===== config.mk =====
export PLATFORM = sky130hd
export DESIGN_NAME = compare_serial_n
export DESIGN_NICKNAME = d
export VERILOG_FILES = /design/src/rtl/compare_pkg.sv /design/src/rtl/digit_compare.sv /design/src/rtl/compare_serial_n.sv
export SDC_FILE = /design/constraint.sdc
export NUM_CORES = 1
export LEC_CHECK = 0
export CAP_MARGIN = 10
export CORE_UTILIZATION = 51
export CTS_BUF_LIST = sky130_fd_sc_hd__clkbuf_16
export DETAILED_ROUTE_END_ITERATION = 8
export PLACE_DENSITY = 0.78
export SYNTH_ARGS = -nofsm -noshare
export SYNTH_HDL_FRONTEND = slang
export SYNTH_SLANG_ARGS = --single-unit
export TNS_END_PERCENT = 1

===== constraint.sdc =====
create_clock -name clk -period 2.8 [get_ports clk]
set_input_delay 0.56 -clock clk [delete_from_list [all_inputs] [get_ports clk]]
set_output_delay 0.56 -clock clk [all_outputs]
set_load 0.02 [all_outputs]

===== src/rtl/compare_pkg.sv =====
// Shared types and sizing helpers for the digit-serial magnitude comparator.
package compare_pkg;

  typedef enum logic [0:0] {
    IDLE = 1'b0,
    SCAN = 1'b1
  } state_t;

  // Result codes are {gt, eq, lt}; CMP_NONE marks "no difference stored yet".
  localparam logic [2:0] CMP_GT   = 3'b100;
  localparam logic [2:0] CMP_EQ   = 3'b010;
  localparam logic [2:0] CMP_LT   = 3'b001;
  localparam logic [2:0] CMP_NONE = 3'b000;

  function automatic int num_digits(input int cmp_w, input int dig_w);
    return (dig_w > 0) ? (cmp_w / dig_w) : 1;
  endfunction

  function automatic int cnt_width(input int nd);
    return $clog2(nd + 1);
  endfunction

  function automatic int idx_width(input int nd);
    return (nd > 1) ? $clog2(nd) : 1;
  endfunction

endpackage


===== src/rtl/digit_compare.sv =====
// Combinational unsigned compare of one digit, producing a one-hot {gt,eq,lt} code.
module digit_compare
  import compare_pkg::*;
#(
  parameter int DIGIT_WIDTH = 2
) (
  input  logic [DIGIT_WIDTH-1:0] x,
  input  logic [DIGIT_WIDTH-1:0] y,
  output logic [2:0]             code
);

  // Classify the digit pair.
  always_comb begin
    code = CMP_EQ;
    if (x > y) begin
      code = CMP_GT;
    end else if (x == y) begin
      code = CMP_EQ;
    end else begin
      code = CMP_LT;
    end
  end

endmodule


===== src/rtl/compare_serial_n.sv =====
// Digit-serial MSB-first magnitude comparator with start/busy/done handshake,
// optional signed mode and optional early exit on the first differing digit.
module compare_serial_n
  import compare_pkg::*;
#(
  parameter int CMP_WIDTH   = 8,
  parameter int DIGIT_WIDTH = 2,
  parameter bit EARLY_EXIT  = 1'b1
) (
  input  logic                 clk,
  input  logic                 rst,
  input  logic                 start,
  input  logic                 signed_mode,
  input  logic [CMP_WIDTH-1:0] a,
  input  logic [CMP_WIDTH-1:0] b,
  output logic                 busy,
  output logic                 done,
  output logic                 greater,
  output logic                 equal,
  output logic                 smaller,
  output logic [cnt_width(num_digits(CMP_WIDTH, DIGIT_WIDTH))-1:0] digits_used
);

  localparam int NUM_DIGITS = num_digits(CMP_WIDTH, DIGIT_WIDTH);
  localparam int CNT_W      = cnt_width(NUM_DIGITS);
  localparam int IDX_W      = idx_width(NUM_DIGITS);

  localparam logic [IDX_W-1:0]     IDX_ZERO  = {IDX_W{1'b0}};
  localparam logic [IDX_W-1:0]     IDX_ONE   = IDX_W'(1);
  localparam logic [IDX_W-1:0]     IDX_TOP   = IDX_W'(NUM_DIGITS - 1);
  localparam logic [CNT_W-1:0]     CNT_ZERO  = {CNT_W{1'b0}};
  localparam logic [CNT_W-1:0]     CNT_ONE   = CNT_W'(1);
  localparam logic [CMP_WIDTH-1:0] OP_ZERO   = {CMP_WIDTH{1'b0}};
  localparam logic [CMP_WIDTH-1:0] SIGN_MASK = {1'b1, {(CMP_WIDTH-1){1'b0}}};

  if ((CMP_WIDTH < 2) || (DIGIT_WIDTH < 1) || ((CMP_WIDTH % DIGIT_WIDTH) != 0)) begin : g_param_check
    $error("compare_serial_n: CMP_WIDTH must be >= 2 and a multiple of DIGIT_WIDTH");
  end

  state_t                 state_r;
  logic [CMP_WIDTH-1:0]   op_a_r;
  logic [CMP_WIDTH-1:0]   op_b_r;
  logic [IDX_W-1:0]       k_r;
  logic [2:0]             first_diff_r;
  logic [CNT_W-1:0]       cnt_r;
  logic [DIGIT_WIDTH-1:0] dig_a_s;
  logic [DIGIT_WIDTH-1:0] dig_b_s;
  logic [2:0]             cmp_s;
  logic                   finish_s;
  logic [2:0]             result_s;

  assign dig_a_s = op_a_r[k_r*DIGIT_WIDTH +: DIGIT_WIDTH];
  assign dig_b_s = op_b_r[k_r*DIGIT_WIDTH +: DIGIT_WIDTH];

  digit_compare #(
    .DIGIT_WIDTH(DIGIT_WIDTH)
  ) u_digit_compare (
    .x   (dig_a_s),
    .y   (dig_b_s),
    .code(cmp_s)
  );

  // Decide whether this scan step is the last one and which result it reports.
  always_comb begin
    finish_s = 1'b0;
    result_s = cmp_s;
    if (EARLY_EXIT && (cmp_s != CMP_EQ)) begin
      finish_s = 1'b1;
    end else if (k_r == IDX_ZERO) begin
      finish_s = 1'b1;
      result_s = (first_diff_r != CMP_NONE) ? first_diff_r : cmp_s;
    end else begin
      finish_s = 1'b0;
    end
  end

  // Handshake FSM, operand capture and registered result.
  always_ff @(posedge clk or posedge rst) begin
    if (rst) begin
      state_r      <= IDLE;
      op_a_r       <= OP_ZERO;
      op_b_r       <= OP_ZERO;
      k_r          <= IDX_ZERO;
      first_diff_r <= CMP_NONE;
      cnt_r        <= CNT_ZERO;
      busy         <= 1'b0;
      done         <= 1'b0;
      greater      <= 1'b0;
      equal        <= 1'b0;
      smaller      <= 1'b0;
      digits_used  <= CNT_ZERO;
    end else begin
      done <= 1'b0;
      case (state_r)
        IDLE: begin
          if (start) begin
            // Flipping the sign bit maps two's complement onto offset binary.
            op_a_r       <= a ^ (signed_mode ? SIGN_MASK : OP_ZERO);
            op_b_r       <= b ^ (signed_mode ? SIGN_MASK : OP_ZERO);
            k_r          <= IDX_TOP;
            first_diff_r <= CMP_NONE;
            cnt_r        <= CNT_ZERO;
            busy         <= 1'b1;
            state_r      <= SCAN;
          end else begin
            state_r <= IDLE;
          end
        end
        SCAN: begin
          cnt_r <= cnt_r + CNT_ONE;
          if (finish_s) begin
            {greater, equal, smaller} <= result_s;
            digits_used               <= cnt_r + CNT_ONE;
            done                      <= 1'b1;
            busy                      <= 1'b0;
            state_r                   <= IDLE;
          end else begin
            k_r <= k_r - IDX_ONE;
            if ((first_diff_r == CMP_NONE) && (cmp_s != CMP_EQ)) begin
              first_diff_r <= cmp_s;
            end else begin
              first_diff_r <= first_diff_r;
            end
          end
        end
        default: begin
          state_r <= IDLE;
          busy    <= 1'b0;
        end
      endcase
    end
  end

endmodule


==> impl_metrics.toml, run 1 <==
[clock_tree]
tritoncts = "built"
cts.clk_slew.worst_paths_ns = 0.05
cts_inserted_buffers = 5
cts_sinks = 33
cts_buffer_depth = 2
cts-htree-levels = 2
cts_setup_buffers = 0
worst_skew_pair.late_latency_ns = 0.27
cts_root_buffer = "sky130_fd_sc_hd__clkbuf_16"
cts_hold_fix_bufs = 0
cts-resized-gates = 0

[power]
design_power_total_mw = 2.241
comb_power_share = 0.414
internal_power_mw = 1.541
pwr-share-seq = 0.371
switching_share = 0.3124
p_clk_frac = 0.215
switchingPower_uw = 700.1
peakVddDrop_v = 0.0005959
power_leakage_nw = 0.8895
power_density_nw_per_um2 = 1153

[synth]
largest_family_of_logic_cells_by_synthesized_area = "multiplexers"
synth-seq-cells = 33
synth_largest_area_cell = "sky130_fd_sc_hd__dfrtp_1"
synth_compound_gate_area_share = 0.06220
synth_cell_types = 30
syn-instance-count = 110
syn-num-nets = 134
yosys.area.top_type_share = 0.5331
synthAdderAreaFrac = 0.03231
mappedNetlistArea_um2 = 1549
post_synth_xor_area_fraction = 0.01696
synth_top_cells_by_area = "sky130_fd_sc_hd__dfrtp_1, sky130_fd_sc_hd__mux2_4, sky130_fd_sc_hd__mux4_2"
synth_mux_area_frac = 0.2189
synth-warning-count = 0
syn_avg_cell_area_um2 = 14.08
yosysSeqAreaShare = 0.5331
yosys.area_share.simple = 0.07027

[detailed_routing]
route.antenna.remaining_nets = 0
routed_len_inst_um = 15.06
wirelength_um = 2575
iteration_count_of_the_initial_detailed_routing_pass = 5
drc = 9
via_count = 912
drt_first_iter_violations = 27
routed_via_density = 5.333

[timing]
achievable-frequency_mhz = 441.6
layout_min_cycle_time_ns = 2.264
timing_max_transition_violations_final = 0
final.setup.worst_slack_ns = 0.5356
fin_worst_hold_slack_ns = 0.5042
slew_at_the_pin_closest_to_its_max_slew_limit_ns = 0.3927
finClkSkew_ns = 0.002190
timing.final.setup_violations = 0
finalHoldViolCount = 0
timing.setup.tns_ns = 0
layout_worst_path_cycle_share = 0.8087
grt_setup_unrepaired = "false"
relative_slew_margins = 0.7382

[grt]
grt_start_max_net_pins = 34
grt_usage = 0.1970
global_route_wire_length_before_repair_um = 4560
grt_pass1_vias = 995
grt_antenna_before_repair = 0
gr-total-overflow = 0

[floorplanning]
fp.dieW_um = 57.11
design.die.area_um2 = 3262
core_region_area_um2 = 2805
die_height_um = 57.11
effective_utilization_at_floorplan = 0.5522
io_pins = 28
rows = 19

[run_status]
run_status = "complete, but fails checks"
violated_checks = "design-rule violations"

[placement]
post-place-ws_ns = 0.5372
place.port_buffers = 27
place.gp.congestion = 0.7062
placed_cell_count = 164
dp_hpwl_um = 1814
placement.cell_area_um2 = 1810

[run]
max_cap_violations = 0

[finish]
finish.cell_count_without_fillers = 171
area_delta_synth_final_pct = 25.44
final_design_area_no_fill_um2 = 1943
num-nets-final = 164
mostFrequentLayoutCell = "sky130_fd_sc_hd__dfrtp_1"
final_cell_mix = "sky130_fd_sc_hd__dfrtp_1, sky130_fd_sc_hd__clkdlybuf4s50_1, sky130_fd_sc_hd__mux2_4"
insertedDiodeCount = 0
final_layout_size_suffix_gt1_frac = 0.2214
fin_util = 0.6927

[worst_setup_path]
critPathRequiredTime_ns = 2.95
critPathKind = "flop to flop"
cp-start-kind = "flop"
worst-path-buf-inv = 0
max_stage_delay_ns = 0.54
critical_path_arrival_ns = 2.42
end_kind = "flop"
worst_path_dominant_cell_family = "multiplexers"
slowest_stage = "sky130_fd_sc_hd__mux4_2"
crit_path_cell_trace = "mux4_2 -> ha_1 -> nand2_1 -> o21a_1 -> mux2_4"
largest_fanout_on_the_critical_path = 8

[hold_path]
hold_path_class = "flop to flop"
## layout make-up
class | instances | area (um^2)
fillers | 214 | 862.1
inverters | 10 | 37.54
clock buffers | 5 | 125.1
flip-flops and latches | 33 | 825.8
repair buffers | 29 | 285.3
multi-input cells | 61 | 623.1
clock inverters | 2 | 7.507
well taps | 31 | 38.79
## path summary, 6_finish.rpt
path | startpoint | endpoint | slack (ns) | cells past startpoint
max | k_r[0] | digits_used[1] | 0.54 | 5
min | op_a_r[3] | op_a_r[3] | 0.50 | 1
max reg2reg | k_r[0] | digits_used[1] | 0.54 | 5
min reg2reg | op_a_r[3] | op_a_r[3] | 0.50 | 1
max in group asynchronous | rst | op_a_r[5] | 1.84 | 3
min in group asynchronous | rst | cnt_r[1] | 0.68 | 3
## per-layer routing
| layer | global-route usage | part of all wire | up-vias |
|---|---|---|---|
| li1 | - | - | 434 |
| met1 | 0.2122 | 0.41 | 450 |
| met2 | 0.3462 | 0.52 | 22 |
| met3 | 0.08163 | 0.045 | 6 |
| met4 | 0.07317 | 0.018 | 0 |
| met5 | 0 | 0 | - |
## power by group through the flow
stage	Clock, mW	Combinational (mW)	Sequential, mW
2_1_floorplan	0	0.754	0.821
5_1_grt	0.520	1.02	0.863
6_report	0.482	0.928	0.832
3_3_place_gp	0	0.895	0.825
4_1_cts	0.494	0.937	0.835
3_5_place_dp	0	0.930	0.838
## flip-flops by register name, indices dropped and copies added, names as in the netlist
name          count
k_r               2
cnt_r             3
smaller           1
done              1
equal             1
state_r           1
digits_used       3
busy              1
greater           1
op_a_r            8
first_diff_r      3
op_b_r            8
## worst reg2reg max path, delay by kind of cell, from the launching register on
kind,cells,cell delay (ns)
adders and majority gates,1,0.34
AOI/OAI and AO/OA,1,0.32
muxes,2,0.88
DFF,1,0.51
and+or+nand+nor,1,0.10
## synthesized netlist by cell type, drive strengths merged
cell type and instances:
buf 6, or2 1, o21ai 3, dfrtp 33, o221a 1, ha 4, o221ai 1, o21a 1
mux4 4, nand2b 3, and2 1, a2bb2oi 1, o211ai 1, inv 10, and4b 1, mux2 16
nand3 1, o21bai 1, a21oi 3, xor2 1, nor2b 4, nand2 3, nor2 4, nor3 1
o2111ai 1, mux2i 2, xnor2 2
## logic make-up (layout without fill, tap and decap cells)
group / Yosys count / in the layout
adders and majority gates: 4 / 4
AOI/OAI and AO/OA: 13 / 13
xor gates and xnor gates: 3 / 3
and+or+nand+nor: 19 / 19
muxes: 22 / 22
buffers and inverters: 16 / 46
DFF: 33 / 33
Power figures use the tool's default switching activity.
==> run 2, diff against run 1 <==
--- a/config.mk
+++ b/config.mk
@@ -6,10 +6,10 @@
 export NUM_CORES = 1
 export LEC_CHECK = 0
 export CAP_MARGIN = 10
-export CORE_UTILIZATION = 51
+export CORE_UTILIZATION = 46
 export CTS_BUF_LIST = sky130_fd_sc_hd__clkbuf_16
 export DETAILED_ROUTE_END_ITERATION = 8
-export PLACE_DENSITY = 0.78
+export PLACE_DENSITY = 0.74
 export SYNTH_ARGS = -nofsm -noshare
 export SYNTH_HDL_FRONTEND = slang
 export SYNTH_SLANG_ARGS = --single-unit
==> constraint.sdc (replaced) <==
create_clock -name clk -period 1.9 [get_ports clk]
set_input_delay 0.38 -clock clk [delete_from_list [all_inputs] [get_ports clk]]
set_output_delay 0.38 -clock clk [all_outputs]
set_load 0.02 [all_outputs]
==> impl_metrics.toml, run 2 (same netlist as run 1, synthesis figures left out) <==
[detailed_routing]
wirelength_um = 2794
drc = 0
top_signal_layer_used = "met4"
route.antenna.remaining_nets = 0
met2_wirelength_um = 1438
drt_first_iter_violations = 13
via_count = 965
routed_len_inst_um = 14.48
met1_routed_wirelength_after_detailed_routing_um = 1214
iteration_count_of_the_initial_detailed_routing_pass = 3
route.met3.wl_um = 109
routed_via_density = 5.000

[worst_setup_path]
reg2regPathDepth = 5
worst_setup_path_startpoint = "k_r[0]"
critPathRequiredTime_ns = 2.06
critical_path_arrival_ns = 2.15
critPathKind = "flop to flop"
end_kind = "flop"
reg2reg_to = "digits_used[1]"
endpoint = "digits_used[1]"
cp-start-kind = "flop"
rr_startpoint = "k_r[0]"
largest_fanout_on_the_critical_path = 6
timing.reg2reg.setup_slack_ns = -0.09

[power]
power_leakage_nw = 0.9403
peakVddDrop_v = 0.0006658
design_power_total_mw = 3.781
power_density_nw_per_um2 = 1801

[clock_tree]
worst_skew_pair.late_latency_ns = 0.28
cts_sinks = 33
cts.clk_slew.worst_paths_ns = 0.05
cts-htree-levels = 2
cts_inserted_buffers = 5
cts_buffer_depth = 2
cts_hold_fix_bufs = 0
cts_root_buffer = "sky130_fd_sc_hd__clkbuf_16"
tritoncts = "built"

[floorplanning]
rows = 20
io_pins = 28
effective_utilization_at_floorplan = 0.4952
core_region_area_um2 = 3128
die_height_um = 60.03
design.die.area_um2 = 3604
fp.dieW_um = 60.03

[placement]
place.gp.congestion = 0.7227
place.port_buffers = 27
dp_hpwl_um = 1934
post-place-ws_ns = -0.2816

[run_status]
violated_checks = "negative setup slack"
run_status = "complete, but fails checks"

[timing]
grt_setup_unrepaired = "true"
layout_worst_path_cycle_share = 1.045
finalHoldViolCount = 0
layout_min_cycle_time_ns = 1.986
timing_max_transition_violations_final = 0
final.setup.worst_slack_ns = -0.08596
timing.final.setup_violations = 6
finClkSkew_ns = 0.004171
relative_slew_margins = 0.7259
fin_worst_hold_slack_ns = 0.4882
slew_at_the_pin_closest_to_its_max_slew_limit_ns = 0.4111
achievable-frequency_mhz = 503.5

[finish]
insertedDiodeCount = 0
final_cell_mix = "sky130_fd_sc_hd__dfrtp_1, sky130_fd_sc_hd__clkdlybuf4s50_1, sky130_fd_sc_hd__mux2_4"
mostFrequentLayoutCell = "sky130_fd_sc_hd__dfrtp_1"
num-nets-final = 172
fin_util = 0.6712
area_delta_synth_final_pct = 35.54
final_layout_size_suffix_gt1_frac = 0.3423
reg.largest.list = "op_a_r x8, op_b_r x8"

[grt]
gr-total-overflow = 0
global_route_wire_length_before_repair_um = 4485
grt_antenna_before_repair = 0
grt_usage = 0.1820
grt_start_max_net_pins = 34
grt_pass1_vias = 972

[hold_path]
hold_path_class = "input pin to async pin"

[run]
max_cap_violations = 0
## run 2: power by group
group          switching [mW]  internal, mW  total, mW
sequential              0.224         0.999       1.22
clock                   0.289         0.479      0.768
combinational           0.705          1.09       1.79
total                    1.22          2.56       3.78
## run 2: worst min path at each step
| stage | end | slack (ns) |
|---|---|---|
| 2_1_floorplan | first_diff_r[1] | 0.46 |
| 3_3_place_gp | op_a_r[6] | 0.50 |
| 3_5_place_dp | digits_used[1] | 0.49 |
| 4_1_cts | cnt_r[2] | 0.51 |
| 5_1_grt | op_a_r[3] | 0.52 |
| 6_report | cnt_r[2] | 0.49 |
## run 2: critical path, cell delays in order, from the launching register on
cell                      delay [ns]
sky130_fd_sc_hd__dfrtp_2        0.43
sky130_fd_sc_hd__mux4_2         0.56
sky130_fd_sc_hd__ha_4           0.32
sky130_fd_sc_hd__nand2_4        0.05
sky130_fd_sc_hd__o21a_4         0.22
sky130_fd_sc_hd__mux2_4         0.30
## run 2: stage by stage
stage	instance area (um^2)	TNS, ns	std cells
CTS	2090	-0.5151	193
detailed placement	1904	-2.145	184
finish	2100	-0.2993	193
floorplan	1568	-0.2926	110
global route	2100	-0.9493	193
global placement	1904	-1.379	184
## run 2: repair_timing
action,4_1_cts,5_1_grt
resized for setup,8,2
setup buffers,1,0
endpoints found under the hold margin,0,0
pin swaps,3,3
setup endpoints to repair,11,10
## run 2: per-layer routing
layer,global-route usage,vias up
met5,0,-
met4,0.07973,0
met3,0.07143,4
met2,0.3111,27
met1,0.1991,481
li1,-,453
## run 2: cell type report
class	instances	area, um^2
Timing Repair Buffer	37	357.8
Clock inverter	3	17.52
Tap cell	44	55.05
Clock buffer	5	125.1
Inverter	10	37.54
Sequential cell	33	827.0
Fill cell	238	1028
Multi-Input combinational cell	61	679.4
==> run 3, diff against run 2 <==
--- a/config.mk
+++ b/config.mk
@@ -8,6 +8,7 @@
 export CAP_MARGIN = 10
 export CORE_UTILIZATION = 46
 export CTS_BUF_LIST = sky130_fd_sc_hd__clkbuf_16
+export CTS_CLUSTER_SIZE = 20
 export DETAILED_ROUTE_END_ITERATION = 8
 export PLACE_DENSITY = 0.74
 export SYNTH_ARGS = -nofsm -noshare
==> results of run 3 <==
No change in the layout: final DEF, timing and power equal those of run 2.
